[config.mk]
export PLATFORM = sky130hd
export DESIGN_NAME = edf_arbiter_flat
export DESIGN_NICKNAME = d
export VERILOG_FILES = /design/src/rtl/edf_ic_pkg.sv /design/src/rtl/edf_arbiter_if.sv /design/src/rtl/edf_arbiter.sv /design/src/flat_wrapper.sv
export SDC_FILE = /design/constraint.sdc
export NUM_CORES = 1
export LEC_CHECK = 0
export CORE_AREA = 2 2 131 133
export CTS_CLUSTER_SIZE = 10
export DETAILED_ROUTE_END_ITERATION = 16
export DIE_AREA = 0 0 133 135
export PLACE_DENSITY = 0.77
export SLEW_MARGIN = 5
export SYNTH_ARGS = -nofsm -noshare
export SYNTH_HDL_FRONTEND = slang
export SYNTH_SLANG_ARGS = --single-unit
export TNS_END_PERCENT = 10
[constraint.sdc]
create_clock -name clk_i -period 5.5 [get_ports clk_i]
set_input_delay 1.1 -clock clk_i [delete_from_list [all_inputs] [get_ports clk_i]]
set_output_delay 1.1 -clock clk_i [all_outputs]
set_load 0.005 [all_outputs]
[src/rtl/edf_ic_pkg.sv]
// Shared types and default sizing for the EDF interrupt controller.
// The arbiter state enum lives here so other controller blocks can decode it.
package edf_ic_pkg;

  localparam int DefNrIrqs  = 4;
  localparam int DefTsWidth = 64;

  typedef logic [DefTsWidth-1:0] ts_t;

  typedef enum logic [1:0] {
    IDLE    = 2'd0,
    SCAN    = 2'd1,
    PRESENT = 2'd2
  } arb_state_e;

endpackage

[src/rtl/edf_arbiter_if.sv]
// Valid/ready bus carrying the selected interrupt id and its deadline.
// The arbiter is the master; the consumer (core side) is the slave.
interface edf_arbiter_if
  import edf_ic_pkg::*;
#(
  parameter int NrIrqs  = DefNrIrqs,
  parameter int TsWidth = DefTsWidth
);

  localparam int IdWidth = $clog2(NrIrqs);

  logic [IdWidth-1:0] irq_id;
  logic [TsWidth-1:0] irq_dl;
  logic               irq_valid;
  logic               irq_ready;

  modport master (
    output irq_id,
    output irq_dl,
    output irq_valid,
    input  irq_ready
  );

  modport slave (
    input  irq_id,
    input  irq_dl,
    input  irq_valid,
    output irq_ready
  );

endinterface

[src/rtl/edf_arbiter.sv]
// Earliest-deadline-first selector: scans one line per cycle, presents the
// pending line with the smallest deadline and pulses a one-hot claim on handshake.
module edf_arbiter
  import edf_ic_pkg::*;
#(
  parameter int NrIrqs  = DefNrIrqs,
  parameter int TsWidth = DefTsWidth
) (
  input  logic               clk_i,
  input  logic               rst_i,
  input  logic [NrIrqs-1:0]  ip_i,
  input  logic [TsWidth-1:0] dl_i [NrIrqs],
  output logic [NrIrqs-1:0]  claim_o,
  edf_arbiter_if.master      irq
);

  localparam int IdWidth = $clog2(NrIrqs);
  localparam logic [IdWidth-1:0] LastIdx = IdWidth'(NrIrqs - 1);

  arb_state_e         state_q, state_d;
  logic [IdWidth-1:0] idx_q;
  logic [IdWidth-1:0] best_id_q;
  logic [TsWidth-1:0] best_dl_q;
  logic               best_vld_q;
  logic [NrIrqs-1:0]  ip_q;

  logic scan_hit;
  logic last_line;
  logic new_edge;

  // Strict compare: an equal deadline never displaces an earlier-scanned line.
  assign scan_hit  = ip_i[idx_q] && (!best_vld_q || (dl_i[idx_q] < best_dl_q));
  assign last_line = (idx_q == LastIdx);
  assign new_edge  = |(ip_i & ~ip_q);

  always_ff @(posedge clk_i) begin
    if (rst_i) begin
      state_q <= IDLE;
    end else begin
      state_q <= state_d;
    end
  end

  always_ff @(posedge clk_i) begin
    if (rst_i) begin
      idx_q      <= '0;
      best_id_q  <= '0;
      best_dl_q  <= '0;
      best_vld_q <= 1'b0;
      ip_q       <= '0;
    end else begin
      ip_q <= ip_i;
      case (state_q)
        IDLE: begin
          idx_q      <= '0;
          best_vld_q <= 1'b0;
        end
        SCAN: begin
          if (scan_hit) begin
            best_id_q  <= idx_q;
            best_dl_q  <= dl_i[idx_q];
            best_vld_q <= 1'b1;
          end
          if (!last_line) begin
            idx_q <= idx_q + 1'b1;
          end
        end
        PRESENT: begin
          // Preemption restarts the scan; a handshake takes priority over it.
          if (!irq.irq_ready && new_edge) begin
            idx_q      <= '0;
            best_vld_q <= 1'b0;
          end
        end
        default: begin
          idx_q      <= '0;
          best_vld_q <= 1'b0;
        end
      endcase
    end
  end

  always_comb begin
    state_d = state_q;
    case (state_q)
      IDLE: begin
        if (|ip_i) begin
          state_d = SCAN;
        end
      end
      SCAN: begin
        if (last_line) begin
          state_d = (best_vld_q || scan_hit) ? PRESENT : IDLE;
        end
      end
      PRESENT: begin
        if (irq.irq_ready) begin
          state_d = IDLE;
        end else if (new_edge) begin
          state_d = SCAN;
        end else if (!ip_i[best_id_q]) begin
          state_d = IDLE;
        end
      end
      default: state_d = IDLE;
    endcase
  end

  always_comb begin
    irq.irq_valid = (state_q == PRESENT);
    irq.irq_id    = best_id_q;
    irq.irq_dl    = best_dl_q;
    claim_o       = '0;
    if ((state_q == PRESENT) && irq.irq_ready) begin
      claim_o = NrIrqs'(1) << best_id_q;
    end
  end

endmodule

[src/flat_wrapper.sv]
// flat-port wrapper written by rule: the top's interface ports become plain ports
module edf_arbiter_flat import edf_ic_pkg::*;
#(
  parameter int NrIrqs  = DefNrIrqs,
  parameter int TsWidth = DefTsWidth
)
  (clk_i, rst_i, ip_i, dl_i, claim_o, irq_irq_id, irq_irq_dl, irq_irq_valid, irq_irq_ready);
  edf_arbiter_if #(.NrIrqs(NrIrqs), .TsWidth(TsWidth)) irq_i ();
  input  logic clk_i;
  input  logic rst_i;
  input  logic [NrIrqs-1:0] ip_i;
  input  logic [TsWidth-1:0] dl_i[NrIrqs];
  output logic [NrIrqs-1:0] claim_o;
  output wire logic [$bits(irq_i.irq_id)-1:0] irq_irq_id;
  output wire logic [$bits(irq_i.irq_dl)-1:0] irq_irq_dl;
  output wire logic [$bits(irq_i.irq_valid)-1:0] irq_irq_valid;
  input wire logic [$bits(irq_i.irq_ready)-1:0] irq_irq_ready;
  assign irq_irq_id = irq_i.irq_id;
  assign irq_irq_dl = irq_i.irq_dl;
  assign irq_irq_valid = irq_i.irq_valid;
  assign irq_i.irq_ready = irq_irq_ready;
  edf_arbiter #(.NrIrqs(NrIrqs), .TsWidth(TsWidth)) u_core (.clk_i(clk_i), .rst_i(rst_i), .ip_i(ip_i), .dl_i(dl_i), .claim_o(claim_o), .irq(irq_i));
endmodule
# Word level (Yosys, flattened, before mapping)
# Index checks and enable logic that the tools add are counted.
op_classes:
  n_bitwise: 3
  reduce_logical: 14
  n_eq_ne: 9
  addsub: 1
  shift: 1
  order_cmp: 4
  mux: 21
op_table:
  columns: ["operator", "n"]
  rows:
  - ["64-bit binary-select mux with 2-bit select", 1]
  - ["64-bit two-way mux", 2]
  - ["64-bit less-than comparator", 1]
  - ["2-bit two-way mux", 8]
  - ["2-bit by 1-bit != test with 1-bit output (second input constant)", 4]
  - ["4-bit OR reduction", 2]
  - ["2-bit by 3-bit less-than comparator with 1-bit output (second input constant)", 2]
  - ["2-bit one-hot mux with 3 select lines", 1]
  - ["2-bit AND reduction", 3]
  - ["4-bit AND", 1]
  - ["1-bit binary-select mux with 2-bit select", 2]
  - ["2-bit == test (second input constant)", 2]
  - ["1-bit two-way mux", 4]
  - ["4-bit two-way mux", 1]
  - ["4-bit by 3-bit != test with 1-bit output (second input constant)", 1]
  - ["4-bit NOT", 1]
  - ["2-bit one-hot mux with 2 select lines", 1]
  - ["1-bit by 2-bit << shifter with 4-bit output (first input constant)", 1]
  - ["3-bit greater-or-equal comparator (second input constant)", 1]
  - ["1-bit logical AND", 3]
  - ["2-bit NOT with 3-bit output", 1]
  - ["3-bit AND reduction", 1]
  - ["2-bit by 1-bit adder with 2-bit output (second input constant)", 1]
  - ["2-bit by 1-bit == test with 1-bit output (second input constant)", 1]
  - ["5 further kinds", 7]
word_totals:
  in_bits: 263
  word_cells: 59
  reg_bits: 75
  output_inout_bits: 71

# Longest topological paths before layout
# Gate-level depths: netlist (run 1).
logic_depth:
  depth_word: 11
  ltp_mapped: 14
  ltp_nobuf: 9

# Worst setup path after synthesis (run 1)
# Ideal clock, no wire load.
synth_path:
  path_kind: "register -> register"
  from: "register u_core.idx_q[0]"
  to: "register u_core.best_id_q[0] (netlist: u_core.irq.irq_id[0])"
  path_buffers: 5
  stages_incl_launch_ff: 15
  period_less_slack_ns: 3.890
  path_slack_ns: 1.610
  required_ns: 5.430
  setup_time_ns: 0.070
  t_arrival_ns: 3.820
  path_cell_list: "dfxtp_1 buf_6 clkbuf_1 buf_2 mux4_2 ha_1 a21o_1 a21o_1 a221oi_1 o21ai_0 a21oi_1 clkbuf_1 clkbuf_1 nand3_1 a21oi_1"
synth_via:
  elab_chain_len: 8
  elab_cells_between_ends: 10
  cone_classes: "1 x order compare; 5 x mux; 1 x bitwise; 3 x reduce/logical"
synth_lines:
  columns: ["element", "line_no", "rtl"]
  rows:
  - ["from (decl)", "edf_arbiter.sv:21", "logic [IdWidth-1:0] idx_q;"]
  - ["from (signal assigned)", "edf_arbiter.sv:65", "idx_q <= idx_q + 1'b1;"]
  - ["2-bit NOT with 3-bit output (not written as such)", "edf_arbiter.sv:32", "assign scan_hit = ip_i[idx_q] && (!best_vld_q || (dl_i[idx_q] < best_dl_q));"]
  - ["64-bit binary-select mux with 2-bit select", "edf_arbiter.sv:32", null]
  - ["64-bit two-way mux (not written as such) (2 in series)", "edf_arbiter.sv:32", null]
  - ["64-bit less-than comparator", "edf_arbiter.sv:32", null]
  - ["1-bit logical OR", "edf_arbiter.sv:32", null]
  - ["1-bit logical AND", "edf_arbiter.sv:32", null]
  - ["2-bit AND reduction (no source line)", null, null]
  - ["to (signal assigned)", "edf_arbiter.sv:60", "best_id_q <= idx_q;"]
  - ["to (decl)", "edf_arbiter.sv:22", "logic [IdWidth-1:0] best_id_q;"]
# Parallel ways exist; a longest one is shown, timed or not. The select of a mux whose other input is x is not followed.
# A chain may end at the register's enable or synchronous reset.

# Worst setup path after layout (run 1)
layout_path:
  from: "input port dl_i[109] (netlist name)"
  to: "register u_core.best_dl_q[52] (netlist: u_core.irq.irq_dl[52])"
layout_via:
  elab_chain_len: 7
layout_lines:
  columns: ["element", "line_no", "rtl"]
  rows:
  - ["from (decl)", "flat_wrapper.sv:12", "input logic [TsWidth-1:0] dl_i[NrIrqs];"]
  - ["64-bit binary-select mux with 2-bit select", "edf_arbiter.sv:32", null]
  - ["64-bit two-way mux (not written as such) (2 in series)", "edf_arbiter.sv:32", null]
  - ["64-bit less-than comparator", "edf_arbiter.sv:32", null]
  - ["1-bit logical OR", "edf_arbiter.sv:32", null]
  - ["1-bit logical AND", "edf_arbiter.sv:32", null]
  - ["2-bit AND reduction (no source line)", null, null]
  - ["to (signal assigned)", "edf_arbiter.sv:61", "best_dl_q <= dl_i[idx_q];"]
  - ["to (decl)", "edf_arbiter.sv:23", "logic [TsWidth-1:0] best_dl_q;"]
# No other way between the ends. The select of a mux whose other input is x is not followed.

==> results of run 1 <==
cell type report:
cell class,count,area [µm²],area share (%)
clock buffers,11,243,2.46
well taps,220,275,2.79
inverters,72,270,2.74
flip-flops and latches,75,1510,15.3
clock inverters,5,52.6,0.532
repair buffers,345,3440,34.9
multi-input cells,455,4090,41.4
worst max path at each step:
stage | slack, ns | from | to
after floorplan | 1.61 | u_core.idx_q[0]$_SDFFE_PP0P_ | u_core.irq.irq_id[0]$_SDFFE_PP0P_
after global placement | 0.63 | dl_i[109] | u_core.irq.irq_dl[63]$_SDFFE_PP0P_
after CTS | 0.95 | dl_i[46] | u_core.irq.irq_dl[52]$_SDFFE_PP0P_
after detailed placement | 0.60 | dl_i[47] | u_core.irq.irq_dl[52]$_SDFFE_PP0P_
final | 0.93 | dl_i[109] | u_core.irq.irq_dl[52]$_SDFFE_PP0P_
after global routing | 0.64 | dl_i[127] | u_core.irq.irq_dl[50]$_SDFFE_PP0P_
placed cells by master, fill, tap and decap left out, types with 3 or more instances in the layout:
master / instances
clkinv_2: 3
clkbuf_16: 9
o21a_1: 4
dfxtp_1: 73
o221ai_1: 3
nand2_1: 12
a21oi_1: 88
a221oi_1: 3
a211oi_1: 3
ha_1: 64
inv_1: 72
mux4_2: 66
nand4_1: 12
nand3_1: 67
buf_4: 10
nor3_1: 3
nor2_1: 14
o21ai_0: 64
o21ai_1: 11
nor4_1: 3
nor2b_1: 3
clkdlybuf4s50_1: 332
a21o_1: 11
worst min-delay path, delay by kind of cell, from the launching register on:
family / cells / cell delay [ns]
DFF: 1 / 0.31
AOI/OAI and AO/OA: 2 / 0.13
through the flow:
stage	worst slack, ns	total power [µW]	instance area, µm²	hold WS [ns]
2_1_floorplan	1.61	935	6120	0.477
3_3_place_gp	0.630	1270	9580	0.474
3_5_place_dp	0.605	1290	9580	0.485
4_1_cts	0.954	1890	9880	0.493
5_1_grt	0.644	1970	9880	0.512
6_report	0.926	1870	9880	0.488
registers in the layout, indices dropped and copies added, names as in the netlist:
signal and cells:
u_core.irq.irq_id 2, u_core.idx_q 2, u_core.ip_q 4, u_core.irq.irq_dl 64, u_core.best_vld_q 1, u_core.state_q 2
kinds of logic after synthesis:
kind of cell             synth area share, %
XOR/XNOR                               0.143
flip-flops                              24.5
buffers and inverters                   8.88
adder cells (fa/ha/maj)                 13.1
AO/OA/AOI/OAI                           18.4
AND/OR/NAND/NOR                         10.5
multiplexers                            24.5
cell usage after synthesis:
library cell   n  share of area, %
and3_4         1              0.18
a211oi_1       3              0.37
o22ai_1        1              0.10
dfxtp_1       75                25
mux2_2         1              0.18
buf_2          8              0.65
xnor2_1        1              0.14
o2111ai_1      2              0.29
buf_4          1              0.12
nand2_1       12              0.74
a21oi_1       89               7.3
a21o_1        12               1.5
o221ai_1       3              0.43
nand3_1       67               5.5
clkbuf_1      30               1.8
nor2b_1        3              0.31
nor3_1         3              0.25
o311ai_4       1              0.43
inv_1         72               4.4
o31ai_1        1              0.12
nand2b_1       1              0.10
o311a_1        2              0.33
nor2_1        14              0.86
o21ai_1       11              0.90
o21a_1         4              0.49
o21ai_0       64               5.2
and4_1         2              0.29
mux4_2        66                24
o211ai_1       2              0.25
nand4b_1       1              0.14
buf_6          9               1.7
buf_1          3              0.18
nand4_1       12               1.2
a221oi_1       3              0.43
nor3b_2        1              0.20
nor4_1         3              0.31
nor4_2         1              0.20
and3_1         2              0.20
ha_1          64                13
a22oi_1        2              0.25
power groups by stage:
stage / registers, µW / logic (µW) / clock network, µW
after floorplan: 612 / 322 / 0
after global placement: 622 / 644 / 0
after detailed placement: 623 / 662 / 0
after CTS: 612 / 666 / 612
after global routing: 617 / 726 / 627
final: 611 / 663 / 599
metal layers:
metal	global-route usage, %	up-vias	routed length (µm)
li1	-	3060	-
met1	27.1	3132	8120
met2	45.6	281	11700
met3	6.23	39	1690
met4	8.48	0	499
met5	0	-	0
==> results.py, run 1 <==
metrics = {
    "outcome": {
        "outcome": "finished clean",
    },
    "sta": {
        "setup_viol": 0,
        "fmax_mhz": 219,
        "period_needed_ns": 4.57,
        "rsz0062_at_grt": "false",
        "clock_skew_ns": 0.00486,
        "slew_headroom_pct": 16.8,
        "drv_slew": 0,
        "timing.final.crit_share_pct": 83.2,
        "worstMarginPinSlew_ns": 1.25,
        "hold_viol_final": 0,
        "fin_setup_tns_ns": 0,
    },
    "routing": {
        "routed_wl_um": 22000,
        "drt_iter0_drc": 518,
        "dr.pass1.iters": 5,
        "vias": 6512,
        "drc": 0,
        "drt-vias-per-instance": 5.50,
        "wl_per_cell_um": 18.6,
        "ant_nets": 0,
    },
    "grt": {
        "grt_max_degree": 67,
        "grt-ovfl-total": 0,
        "grt_pass1_vias": 6752,
        "antenna_found_initial": 0,
        "grt_pass1_wl_um": 34600,
        "grt_use_total_pct": 24.5,
    },
    "critical_path": {
        "crit_chain": "clkdlybuf4s50_1, mux4_2, ha_1, nand4_1, nor4_1, o311a_2, o21ai_0, a21oi_1",
        "crit_type": "input port to register",
        "crit_arrival_ns": 4.84,
        "end_kind": "register",
        "start_kind": "input port",
        "worstPathBufferInverterCount": 1,
        "critPathMaxStageDelay_ns": 1.17,
        "crit_required_ns": 5.77,
        "worst_path_max_delay_cell": "o311a_2",
        "worstPathMaxFanout": 66,
        "cp_num_cells": 8,
        "r2r_slack_ns": 1.06,
        "r2r-end": "u_core.irq.irq_dl[52]$_SDFFE_PP0P_",
        "rr_worst_depth": 10,
        "cp_top_family": "compound AO/OA/AOI/OAI gates",
        "rr_startpoint": "u_core.idx_q[0]$_SDFFE_PP0P_",
    },
    "final_layout": {
        "num_antenna_cells": 0,
        "drive_gt1_share_pct": 10.8,
        "final_cells": 1183,
        "nets": 1285,
        "nFillCells": 1417,
        "final_core_util_pct": 60.2,
        "syn2layout_area_growth_pct": 61.5,
    },
    "pwr": {
        "ir_drop_v": 0.000147,
        "clockPowerShare_pct": 32.0,
        "seqPwrFrac_pct": 32.6,
        "sw_frac_of_total_pct": 28.4,
        "p_leak_uw": 0.00341,
        "switching_power_uw": 532,
        "power_frac_comb_pct": 35.4,
        "internal_power_uw": 1340,
        "power.density_mw_per_mm2": 190,
    },
    "floorplan": {
        "placement_rows": 47,
        "io_pins": 334,
        "dieArea_mm2": 0.0180,
        "die_x_um": 133,
        "floorplan.initialDensity_pct": 37.3,
        "dieHeight_um": 135,
        "core-area_mm2": 0.0164,
    },
    "clocking": {
        "cts_hold_buf": 0,
        "cts_tree": "done",
        "cts_sinks": 75,
        "clkTransAtPathRegs_ns": 0.06,
        "clk_latency_ns": 0.34,
        "cts_resized": 0,
        "clockBufferDepth": 2,
        "htreeDepth": 3,
        "cts-root-buf": "clkbuf_16",
        "cts_setup_buffers": 0,
        "cts_buffers": 9,
    },
    "job": {
        "maxCapViolCount": 0,
    },
    "synthesis": {
        "ys_types": 40,
        "synth-warning-count": 0,
        "syn_area_mm2": 0.00612,
        "syn-num-nets": 980,
        "synth_area_per_cell_um2": 9.37,
        "ys_ff_latch": 75,
        "syn_inst": 653,
        "ys_seq_area_share_pct": 24.5,
    },
    "placement": {
        "dp.cells": 1167,
        "portBuffers": 333,
        "gp_congestion": 0.817,
        "dpl.hpwl_um": 17100,
    },
    "hold_path": {
        "whs_endpoint": "u_core.irq.irq_dl[0]$_SDFFE_PP0P_",
        "min_path_type": "register to register",
        "hold_path_depth": 2,
        "hold_path_startpoint": "u_core.irq.irq_dl[0]$_SDFFE_PP0P_",
    },
}
(Power assumes the default switching activity.)
==> run 2: changes to the inputs <==
--- a/config.mk
+++ b/config.mk
@@ -5,11 +5,11 @@
 export SDC_FILE = /design/constraint.sdc
 export NUM_CORES = 1
 export LEC_CHECK = 0
-export CORE_AREA = 2 2 131 133
+export CORE_MARGIN = 2
+export CORE_UTILIZATION = 36
 export CTS_CLUSTER_SIZE = 10
 export DETAILED_ROUTE_END_ITERATION = 16
-export DIE_AREA = 0 0 133 135
-export PLACE_DENSITY = 0.77
+export PLACE_DENSITY = 0.78
 export SLEW_MARGIN = 5
 export SYNTH_ARGS = -nofsm -noshare
 export SYNTH_HDL_FRONTEND = slang
==> constraint.sdc (replaced) <==
create_clock -name clk_i -period 4.1 [get_ports clk_i]
set_input_delay 0.82 -clock clk_i [delete_from_list [all_inputs] [get_ports clk_i]]
set_output_delay 0.82 -clock clk_i [all_outputs]
set_load 0.005 [all_outputs]
==> run 2 against run 1 <==
Clock power grew 42%. Non-clock buffer count grew 10. Final area grew 1.8%. Flip-flop and latch count is the same. Critical endpoint is now u_core.irq.irq_dl[34]$_SDFFE_PP0P_. Routed wire length shrank 0.31%. Global-route usage shrank 0.60 points. First-iteration DRC count grew 4.4%.
==> results.py, run 2 (synthesized netlist as in run 1, its figures left out) <==
metrics = {
    "final_layout": {
        "ff_latch_area_mm2": 0.00151,
        "syn2layout_area_growth_pct": 64.4,
        "largest_register_ffs": 64,
        "nFillCells": 1406,
        "multi_input_area_mm2": 0.00409,
        "final_cells": 1192,
        "drive_gt1_share_pct": 11.7,
        "num_antenna_cells": 0,
        "mostFrequentLayoutCells": "332 x clkdlybuf4s50_1, 88 x a21oi_1, 73 x dfxtp_1",
        "nets": 1295,
        "final_common_cell": "clkdlybuf4s50_1",
    },
    "routing": {
        "dr.pass1.iters": 5,
        "vias": 6479,
        "drc": 0,
        "drt-vias-per-instance": 5.44,
        "drt_iter0_drc": 541,
        "routed_wl_um": 21900,
        "wl_per_cell_um": 18.4,
        "ant_nets": 0,
    },
    "clocking": {
        "cts_tree": "done",
        "clockBufferDepth": 2,
        "htreeDepth": 3,
        "cts_hold_buf": 0,
        "clk_latency_ns": 0.34,
        "cts_sinks": 75,
        "cts_resized": 0,
        "cts_setup_buffers": 0,
        "cts-root-buf": "clkbuf_16",
        "clkTransAtPathRegs_ns": 0.06,
        "cts_buffers": 9,
    },
    "floorplan": {
        "dieArea_mm2": 0.0181,
        "core-area_mm2": 0.0166,
        "placement_rows": 47,
        "die_x_um": 134,
        "floorplan.initialDensity_pct": 36.9,
        "dieHeight_um": 134,
        "io_pins": 334,
    },
    "pwr": {
        "power_frac_comb_pct": 35.0,
        "seqPwrFrac_pct": 31.8,
        "clockPowerShare_pct": 33.2,
        "power.density_mw_per_mm2": 255,
        "internal_power_uw": 1870,
        "finalPower_uw": 2560,
        "p_leak_uw": 0.00349,
        "sw_frac_of_total_pct": 27.2,
        "ir_drop_v": 0.000274,
        "switching_power_uw": 698,
    },
    "critical_path": {
        "crit_required_ns": 4.28,
        "crit_type": "input port to register",
        "end_kind": "register",
        "start_kind": "input port",
        "worst_path_max_delay_cell": "o311a_2",
        "worstPathMaxFanout": 36,
        "critPathMaxStageDelay_ns": 0.53,
        "crit_arrival_ns": 3.95,
        "crit_chain": "clkdlybuf4s50_1, mux4_2, ha_1, a211oi_1, o211ai_1, o221ai_1, o2111ai_1, o311a_2, buf_12, o21ai_0, a21oi_1",
    },
    "outcome": {
        "outcome": "finished clean",
    },
    "sta": {
        "timing.final.crit_share_pct": 91.8,
        "worst_slack_ns": 0.337,
        "worstMarginPinSlew_ns": 0.844,
        "drv_slew": 0,
        "worst_hold_slack_ns": 0.493,
        "slew_headroom_pct": 43.7,
        "period_needed_ns": 3.76,
        "fin_setup_tns_ns": 0,
        "fmax_mhz": 266,
        "clock_skew_ns": 0.00430,
        "rsz0062_at_grt": "false",
        "hold_viol_final": 0,
        "setup_viol": 0,
    },
    "hold_path": {
        "min_path_type": "register to register",
    },
    "placement": {
        "dp_slack_ns": 0.0208,
        "dp.cells": 1176,
        "gp_congestion": 0.806,
        "portBuffers": 333,
        "dpl.hpwl_um": 17000,
    },
    "grt": {
        "grt_pass1_wl_um": 34000,
        "grt_use_total_pct": 23.9,
        "grt_max_degree": 68,
        "grt-ovfl-total": 0,
        "antenna_found_initial": 0,
        "grt_pass1_vias": 6535,
    },
    "job": {
        "maxCapViolCount": 0,
    },
}
run 2: changes by cell type in the layout (fill, tap and decap cells not counted):
cell       delta
buf_12        +6
buf_4         +3
buf_8         +1
bufinv_16     +1
clkbuf_1      -1
clkinv_2      -1
run 2: routing by layer:
layer,share of wire (%),wire [µm],GRT usage [%]
met5,0,0,0
met4,2.2,483,7.37
met3,7.3,1600,5.93
met2,51,11100,41.7
met1,40,8730,29.0
run 2: area by class of cell:
| type | instances | area share [%] |
|---|---|---|
| timing repair buffer | 355 | 35.8 |
| tap | 220 | 2.74 |
| multi-input combinational | 455 | 40.6 |
| clock buffer | 10 | 2.38 |
| inverter | 72 | 2.69 |
| clock inverter | 5 | 0.771 |
| sequential | 75 | 15.0 |
run 2: worst max-delay path: cells and delay by family:
kind	cells	cell delay, ns
AOI/OAI and AO/OA	7	1.64
buffers and inverters	2	0.63
adders and majority gates	1	0.33
muxes	1	0.50
run 2: through the flow:
step / utilization, % / area, µm²
floorplan: - / 6120
global placement: 58.7 / 9730
detailed placement: 58.7 / 9730
CTS: 60.6 / 10000
global route: 60.7 / 10100
finish: 60.7 / 10100
run 2: power by group through the flow:
stage / Clock [µW] / Sequential, µW / Combinational [µW]
4_1_cts: 869 / 819 / 897
2_1_floorplan: 0 / 821 / 432
5_1_grt: 903 / 823 / 986
3_3_place_gp: 0 / 832 / 873
3_5_place_dp: 0 / 834 / 892
6_report: 851 / 816 / 897
run 2: final timing paths:
kind / from / endpoint / slack [ns] / cells past startpoint
worst max-delay path: dl_i[149] / u_core.irq.irq_dl[34]$_SDFFE_PP0P_ / 0.34 / 11
worst min-delay path: u_core.irq.irq_dl[11]$_SDFFE_PP0P_ / u_core.irq.irq_dl[11]$_SDFFE_PP0P_ / 0.49 / 2
worst max register to register: u_core.idx_q[0]$_SDFFE_PP0P_ / u_core.irq.irq_dl[34]$_SDFFE_PP0P_ / 0.43 / 11
worst min register to register: u_core.irq.irq_dl[11]$_SDFFE_PP0P_ / u_core.irq.irq_dl[11]$_SDFFE_PP0P_ / 0.49 / 2
